===== src/rtl/inv_chk_pkg.sv =====
// Shared types and default sizing for the NMOS inverter stimulus/check stage.
// Holds the FSM state encoding, the vector-table entry layout and a state decode helper.
package inv_chk_pkg;

  localparam int DEF_NUM_VEC    = 16;
  localparam int DEF_IDX_W      = 4;
  localparam int DEF_SETTLE_CYC = 2;
  localparam int DEF_CNT_W      = 8;

  typedef enum logic [2:0] {
    ST_IDLE   = 3'd0,
    ST_DRIVE  = 3'd1,
    ST_SETTLE = 3'd2,
    ST_SAMPLE = 3'd3,
    ST_DONE   = 3'd4
  } state_e;

  // Entry layout matches the write port: {expected_out, stimulus_in}.
  typedef struct packed {
    logic exp;
    logic stim;
  } vec_t;

  function automatic logic state_is_busy(input state_e s);
    case (s)
      ST_DRIVE, ST_SETTLE, ST_SAMPLE: state_is_busy = 1'b1;
      default:                        state_is_busy = 1'b0;
    endcase
  endfunction

endpackage


===== src/rtl/inv_vec_table.sv =====
// Vector register file: synchronous write, combinational read.
// Writes are refused while a run is in progress so a run sees a stable table.
module inv_vec_table
  import inv_chk_pkg::*;
#(
  parameter int NUM_VEC = DEF_NUM_VEC,
  parameter int IDX_W   = DEF_IDX_W
) (
  input  logic             i_clk,
  input  logic             i_busy,
  input  logic             i_wr_en,
  input  logic [IDX_W-1:0] i_wr_addr,
  input  logic [1:0]       i_wr_data,
  input  logic [IDX_W-1:0] i_rd_addr,
  output logic [1:0]       o_rd_data
);

  vec_t r_mem [NUM_VEC];
  logic w_wr_ok;

  assign w_wr_ok = i_wr_en && !i_busy && (32'(i_wr_addr) < NUM_VEC);

  // Table contents deliberately survive reset.
  always_ff @(posedge i_clk) begin
    if (w_wr_ok) begin
      r_mem[i_wr_addr] <= vec_t'(i_wr_data);
    end
  end

  assign o_rd_data = r_mem[i_rd_addr];

endmodule


===== config.mk =====
export PLATFORM = sky130hd
export DESIGN_NAME = inv_vec_table
export DESIGN_NICKNAME = d
export VERILOG_FILES = /design/src/rtl/inv_chk_pkg.sv /design/src/rtl/inv_vec_table.sv
export SDC_FILE = /design/constraint.sdc
export NUM_CORES = 1
export LEC_CHECK = 0
export ABC_AREA = 1
export CAP_MARGIN = 20
export CORE_ASPECT_RATIO = 1.1
export CORE_UTILIZATION = 59
export DETAILED_ROUTE_END_ITERATION = 6
export GPL_TIMING_DRIVEN = 0
export PLACE_DENSITY_LB_ADDON = 0.08
export SYNTH_ARGS = -nofsm -noshare
export SYNTH_HDL_FRONTEND = slang
export SYNTH_SLANG_ARGS = --single-unit

===== constraint.sdc =====
create_clock -name i_clk -period 2.7 [get_ports i_clk]
set_input_delay 0.81 -clock i_clk [delete_from_list [all_inputs] [get_ports i_clk]]
set_output_delay 0.81 -clock i_clk [all_outputs]
set_load 0.05 [all_outputs]

Yosys cells after proc, flatten, opt, wreduce, memory -nomap -nowiden

Memory sizes are Yosys's and may differ from the RTL's.
Index checks and enable logic that the tools add are counted.

Register bits after elaboration: 0
Memory bits (writable): 32
Input bits: 13
Output and inout port bits: 2
Logic and storage cells: 5
Memories kept: 1

Memories:

| memory | depth | width | read ports | clocked after memory_dff | wr ports | line                | text |
|---|---|---|---|---|---|---|---|
| r_mem  | 16    | 2     | 1          | 0                        | 1        | inv_vec_table.sv:18 | `vec_t r_mem [NUM_VEC];` |

Multiplexer cells: 2
Reduce and logical (&&, ||, !) cells: 2

Operators with widths:

| operator          | number |
|---|---|
| $mux 1            | 2 |
| $logic_and 1x1->1 | 1 |
| $logic_not 1->1   | 1 |

Depth between registers and ports, before layout

Gate-level depths: netlist of the first run.

Word-level depth: 4
Depth in mapped cells: 8
Gate-level depth less buffers: 7

Least setup slack after synthesis of the first run

No wires, ideal clock.

Kind: input to output
Start: input port i_rd_addr[0]
End: output port o_rd_data[1]
Arrival time: 1.683 ns
Data required time: 1.890 ns
Setup slack: 0.207 ns
Cell stages on the path: 7
Path buffers: 2
Cells stage by stage: buf_6 -> buf_4 -> nand2_1 -> nand3_1 -> nand3_1 -> nand3_1 -> nand2_1

Cells in the longest elaborated chain, start to end: 1

Ends and longest elaborated chain:

| what               | line                | text |
|---|---|---|
| start: declaration | inv_vec_table.sv:14 | `input logic [IDX_W-1:0] i_rd_addr,` |
| $mem_v2 16x2       | n/a                 |  |
| end: declaration   | inv_vec_table.sv:15 | `output logic [1:0] o_rd_data` |

No other way between the ends.

Final worst setup path of the first run

Start: input port i_rd_addr[0]
End: output port o_rd_data[0]

The elaborated chain is that of the path after synthesis.

==> results.sh, run 1 <==
export IMPL_run_status="completed"
export IMPL_ant_nets=0
export IMPL_htreeDepth=2
export IMPL_top_regs="r_mem (32)"
export IMPL_core_area_mm2=0.002320
export IMPL_wl_um=2745
export IMPL_cts_tree="built"
export IMPL_syn_num_nets=172
export IMPL_io_buffer_count=12
export IMPL_start_util_pct=64.62
export IMPL_cp_end_kind="output pin"
export IMPL_gr_total_overflow=0
export IMPL_yosysSeqAreaShare_pct=64.11
export IMPL_io_pins=15
export IMPL_fp_dieH_um=54.87
export IMPL_crit_fanout=10
export IMPL_clock_sinks=32
export IMPL_antenna_found_initial=0
export IMPL_whs_endpoint="r_mem[9][0]$_DFFE_PP_"
export IMPL_drive_above_1_share_pct=7.303
export IMPL_cap_viol_max_count=0
export IMPL_grt_use_total_pct=24.12
export IMPL_setup_slack_ns=0.1743
export IMPL_fin_crit_ns=2.526
export IMPL_p_per_area_mw_per_mm2=522.8
export IMPL_critPathArrivalTime_ns=1.72
export IMPL_fin_nets=191
export IMPL_peakVddDrop_uv=417.6
export IMPL_critPathRequiredTime_ns=1.89
export IMPL_p_leak_nw=0.7390
export IMPL_die_area_mm2=0.002747
export IMPL_rows=18
export IMPL_place_ws_ns=-0.6148
export IMPL_synth_cell_types=11
export IMPL_synthCells=159
export IMPL_hold_viol=0
export IMPL_hpwl_um=1912
export IMPL_firstDrtPassIters=4
export IMPL_min_from="i_wr_addr[0]"
export IMPL_finalSetupViolations=0
export IMPL_path_class="in -> out"
export IMPL_slew_headroom_pct=63.01
export IMPL_area_delta_synth_final_pct=13.11
export IMPL_grt_pass1_wl_um=4416
export IMPL_hold_path_class="in -> reg"
export IMPL_yosys_warnings=0
export IMPL_tns_ns=0
export IMPL_cts_made_buffers=5
export IMPL_power_uw=886.4
export IMPL_post_route_drc_count=0
export IMPL_period_share_pct=93.55
export IMPL_drt_initial_drc_count=24
export IMPL_clk_path_buf_depth=2
export IMPL_die_w_um=50.06
export IMPL_whs_path_depth=3
export IMPL_vias=1074
export IMPL_cp_startpoint="i_rd_addr[0]"
export IMPL_drv_slew=0
export IMPL_tightest_slew_ns=0.5531
export IMPL_grt_pass1_vias=998
export IMPL_fmax_ghz=0.3959
export IMPL_post_cts_buffers=0
export IMPL_syn_mean_instance_area_um2=9.427
export IMPL_grt_start_max_net_pins=17
export IMPL_ys_ff_latch=32
export IMPL_startpoint_type="input pin"
export IMPL_gp_congestion=0.8879
export IMPL_drt_vias_per_instance=5.163
export IMPL_rsz0062_at_grt="no"
export IMPL_clk_pin_slew_ns=0.09
export IMPL_diodes=0
export IMPL_syn_area_mm2=0.001499
export IMPL_largest_register="r_mem"
export IMPL_wire_per_inst_um=13.20
export IMPL_largest_reg_flops=32
export IMPL_root_buffer="clkbuf_4"
==> cell families after synthesis <==
group | synth area share [%]
simple gates | 25.63
buf+inv | 10.27
flops | 64.11
==> routing by layer <==
layer	GRT usage, %	part of all wire [%]	up-vias
met5	0	0	-
met4	12.86	1.3	0
met3	8.889	6.1	5
met2	40.89	50	37
met1	26.79	43	488
li1	-	-	544
==> cells in the mapped netlist <==
| master | instances | area share (%) |
|---|---|---|
| buf_4 | 1 | 0.50 |
| inv_2 | 1 | 0.25 |
| nand3_1 | 25 | 8.3 |
| nor2_1 | 18 | 4.5 |
| buf_2 | 1 | 0.33 |
| buf_6 | 2 | 1.5 |
| nand3b_1 | 2 | 1.0 |
| inv_1 | 29 | 7.3 |
| inv_4 | 1 | 0.42 |
| edfxtp_1 | 32 | 64 |
| nand2_1 | 47 | 12 |
==> critical path: stages <==
cell and delay (ns):
buf_6 0.12, inv_4 0.08, buf_6 0.14, nand2_1 0.06
nand3_1 0.10, nand3_1 0.10, nand3_1 0.07, nand2_1 0.05
buf_4 0.18
==> how the worst max path moves through the flow <==
| stage | endpoint | depth (start not counted) |
|---|---|---|
| final | o_rd_data[0] | 9 |
| after global routing | o_rd_data[0] | 9 |
| after CTS | o_rd_data[0] | 9 |
| after detailed placement | o_rd_data[0] | 6 |
| after global placement | o_rd_data[1] | 6 |
| after floorplan | o_rd_data[1] | 7 |
==> cells in the final DEF, fill, tap and decap left out <==
cell type,Yosys,layout
clkinv_1,0,2
dlygate4sd2_1,0,1
inv_2,1,1
inv_4,1,1
edfxtp_1,32,32
nand3b_1,2,2
nand2_1,47,47
clkdlybuf4s50_1,0,9
nor2_1,18,18
nand3_1,25,25
buf_6,2,2
inv_1,29,29
clkbuf_4,0,5
buf_4,1,3
buf_2,1,1
==> what timing repair did <==
| action | 4_1_cts | 5_1_grt |
|---|---|---|
| endpoints found under the setup margin | 2 | 0 |
| gates resized for setup | 13 | 0 |
| hold buffers | 0 | 0 |
==> metrics by stage <==
stage / hold slack, ns / instance area, um2 / utilization, % / instances
final: 1.340 / 1695 / 73.09 / 208
after global routing: 1.347 / 1695 / 73.09 / 208
after CTS: 1.322 / 1695 / 73.09 / 208
after detailed placement: 1.669 / 1657 / 71.41 / 201
after global placement: 1.664 / 1657 / 71.41 / 201
after floorplan: 0.9089 / 1499 / - / 159
==> power breakdown <==
part / internal [mW] / switching (mW) / leakage [nW] / total (mW)
logic: 0.0361 / 0.0616 / 0.425 / 0.0977
registers: 0.552 / 0.00127 / 0.288 / 0.553
clock network: 0.0906 / 0.145 / 0.0261 / 0.236
==> final cells by class <==
type / instances / area [um2]
clock buffers: 5 / 37.54
flip-flops and latches: 32 / 960.9
multi-input cells: 92 / 384.1
well taps: 30 / 37.54
plain buffers: 4 / 35.03
inverters: 31 / 118.9
clock inverters: 2 / 7.507
fillers: 185 / 624.3
repair buffers: 12 / 113.9
(Power assumes the default switching activity.)
==> run 2, diff against run 1 <==
Settings changed: GPL_TIMING_DRIVEN 0 to default.
==> run 2 against run 1 <==
Effect of this change:
- routed wire length rose by 16%
- worst hold slack got worse by 0.022 ns
- highest routed layer unchanged
- fmax fell by 6.0%
- combinational power rose by 25%
- sequential cell count did not move
- final cell count rose by 0.96%
- worst setup slack got worse by 0.16 ns
- largest power group unchanged
==> results.sh, run 2 (synthesis gave the netlist of run 1 again) <==
export IMPL_combPwrFrac_pct=12.0
export IMPL_top_regs="r_mem (32)"
export IMPL_htreeDepth=2
export IMPL_wl_um=3189
export IMPL_p_leak_nw=0.7956
export IMPL_core_area_mm2=0.002320
export IMPL_gr_total_overflow=0
export IMPL_drt_vias_per_instance=5.410
export IMPL_rows=18
export IMPL_run_status="completed"
export IMPL_power_mw=1.017
export IMPL_finish_instance_area_mm2=0.001826
export IMPL_root_buffer="clkbuf_4"
export IMPL_gp_congestion=0.9754
export IMPL_p_int_uw=799.4
export IMPL_ant_nets=0
export IMPL_cap_viol_max_count=0
export IMPL_antenna_found_initial=0
export IMPL_start_util_pct=64.62
export IMPL_placed_area_mm2=0.001689
export IMPL_peakVddDrop_uv=461.7
export IMPL_grt_use_total_pct=25.48
export IMPL_clock_sinks=32
export IMPL_crit_fanout=8
export IMPL_post_route_drc_count=0
export IMPL_final_common_cell="nand2_1"
export IMPL_hpwl_um=2208
export IMPL_die_area_mm2=0.002747
export IMPL_die_w_um=50.06
export IMPL_whs_path_depth=3
export IMPL_clk_path_buf_depth=2
export IMPL_area_delta_synth_final_pct=21.79
export IMPL_switching_share_pct=21.39
export IMPL_fp_dieH_um=54.87
export IMPL_drv_slew=0
export IMPL_p_sw_uw=217.5
export IMPL_whs_endpoint="r_mem[15][0]$_DFFE_PP_"
export IMPL_hold_path_class="in -> reg"
export IMPL_io_buffer_count=14
export IMPL_critPathArrivalTime_ns=1.88
export IMPL_setup_slack_ns=0.01395
export IMPL_fin_nets=192
export IMPL_clk_pin_slew_ns=0.09
export IMPL_fillCellCount=156
export IMPL_holdWs_ns=1.318
export IMPL_period_share_pct=99.48
export IMPL_firstDrtPassIters=4
export IMPL_min_from="i_wr_addr[1]"
export IMPL_fin_crit_ns=2.686
export IMPL_drive_above_1_share_pct=11.11
export IMPL_io_pins=15
export IMPL_p_clk_share_pct=33.5
export IMPL_grt_pass1_vias=1087
export IMPL_critPathRequiredTime_ns=1.89
export IMPL_drt_initial_drc_count=51
export IMPL_cts_made_buffers=5
export IMPL_path_class="in -> out"
export IMPL_cts_tree="built"
export IMPL_largest_register="r_mem"
export IMPL_startpoint_type="input pin"
export IMPL_slew_headroom_pct=64.03
export IMPL_mostFrequentLayoutCells="nand2_1, edfxtp_1, inv_1"
export IMPL_hold_viol=0
export IMPL_place_ws_ns=-0.2694
export IMPL_grt_start_max_net_pins=17
export IMPL_wire_per_inst_um=15.19
export IMPL_fmax_ghz=0.3723
export IMPL_p_per_area_mw_per_mm2=557.0
export IMPL_seqPwrFrac_pct=54.4
export IMPL_finalSetupViolations=0
export IMPL_largest_reg_flops=32
export IMPL_grt_pass1_wl_um=4705
export IMPL_tightest_slew_ns=0.5379
export IMPL_cp_end_kind="output pin"
export IMPL_diodes=0
export IMPL_cts_hold_buffers=0
export IMPL_vias=1136
==> run 2: cell types whose count changed in the layout (fill, tap and decap cells not counted), moves of 2 or more <==
cell,before,now
buf_12,0,3
buf_4,3,0
nand3_1,25,22
nand3_2,0,3
clkinv_1,2,0
nand2_1,47,45
nand2_2,0,2
==> run 2: power groups by stage <==
stage          combinational (mW)  sequential, mW  clock [mW]
2_1_floorplan              0.0567           0.564           0
3_3_place_gp                0.106           0.565           0
3_5_place_dp                0.110           0.565           0
4_1_cts                     0.118           0.553       0.349
5_1_grt                     0.130           0.554       0.366
6_report                    0.122           0.553       0.341
==> run 2: worst max path at each step <==
stage / startpoint / to / slack (ns) / cells past startpoint
CTS: i_rd_addr[0] / o_rd_data[1] / 0.03 / 8
global route: i_rd_addr[0] / o_rd_data[1] / -0.05 / 8
finish: i_rd_addr[0] / o_rd_data[1] / 0.01 / 8
floorplan: i_rd_addr[0] / o_rd_data[1] / 0.21 / 7
detailed placement: i_rd_addr[0] / o_rd_data[1] / -0.27 / 9
global placement: i_rd_addr[0] / o_rd_data[0] / -0.21 / 9
==> run 2: cell type report <==
cell class              instances  area (um2)  area share [%]
well taps                      30       37.54           2.056
inverters                      31       123.9           6.785
repair buffers                 17       222.7           12.20
clock buffers                   6       41.29           2.262
flip-flops and latches         32       960.9           52.64
clock inverters                 2       35.03           1.919
multi-input cells              92       404.1           22.14
==> run 2: repair_timing <==
item                       in CTS  in global routing
pin swaps                       1                  1
gates cloned                    1                  0
setup buffers                   0                  0
setup endpoints to repair       2                  1
gates resized for setup         9                  4
==> run 2: metal layers <==
| metal | track usage [%] | share of wire (%) |
|---|---|---|
| met4 | 17.62 | 2.8 |
| met2 | 45.11 | 53 |
| met5 | 0 | 0 |
| met3 | 6.944 | 5.7 |
| met1 | 26.79 | 39 |
==> run 2: worst max-delay path: stages <==
cell and delay (ns):
clkdlybuf4s15_2 0.21, bufbuf_16 0.27, nand2_1 0.06, nand3_1 0.08
nand3_1 0.11, nand3_1 0.10, nand2_2 0.09, buf_12 0.13
==> run 2: stage by stage <==
step,setup TNS [ns],utilization (%),cells
global route,-0.05891,78.69,210
global placement,-0.4181,72.82,201
floorplan,0,-,159
detailed placement,-0.5326,72.82,201
CTS,0,77.94,210
finish,0,78.69,210
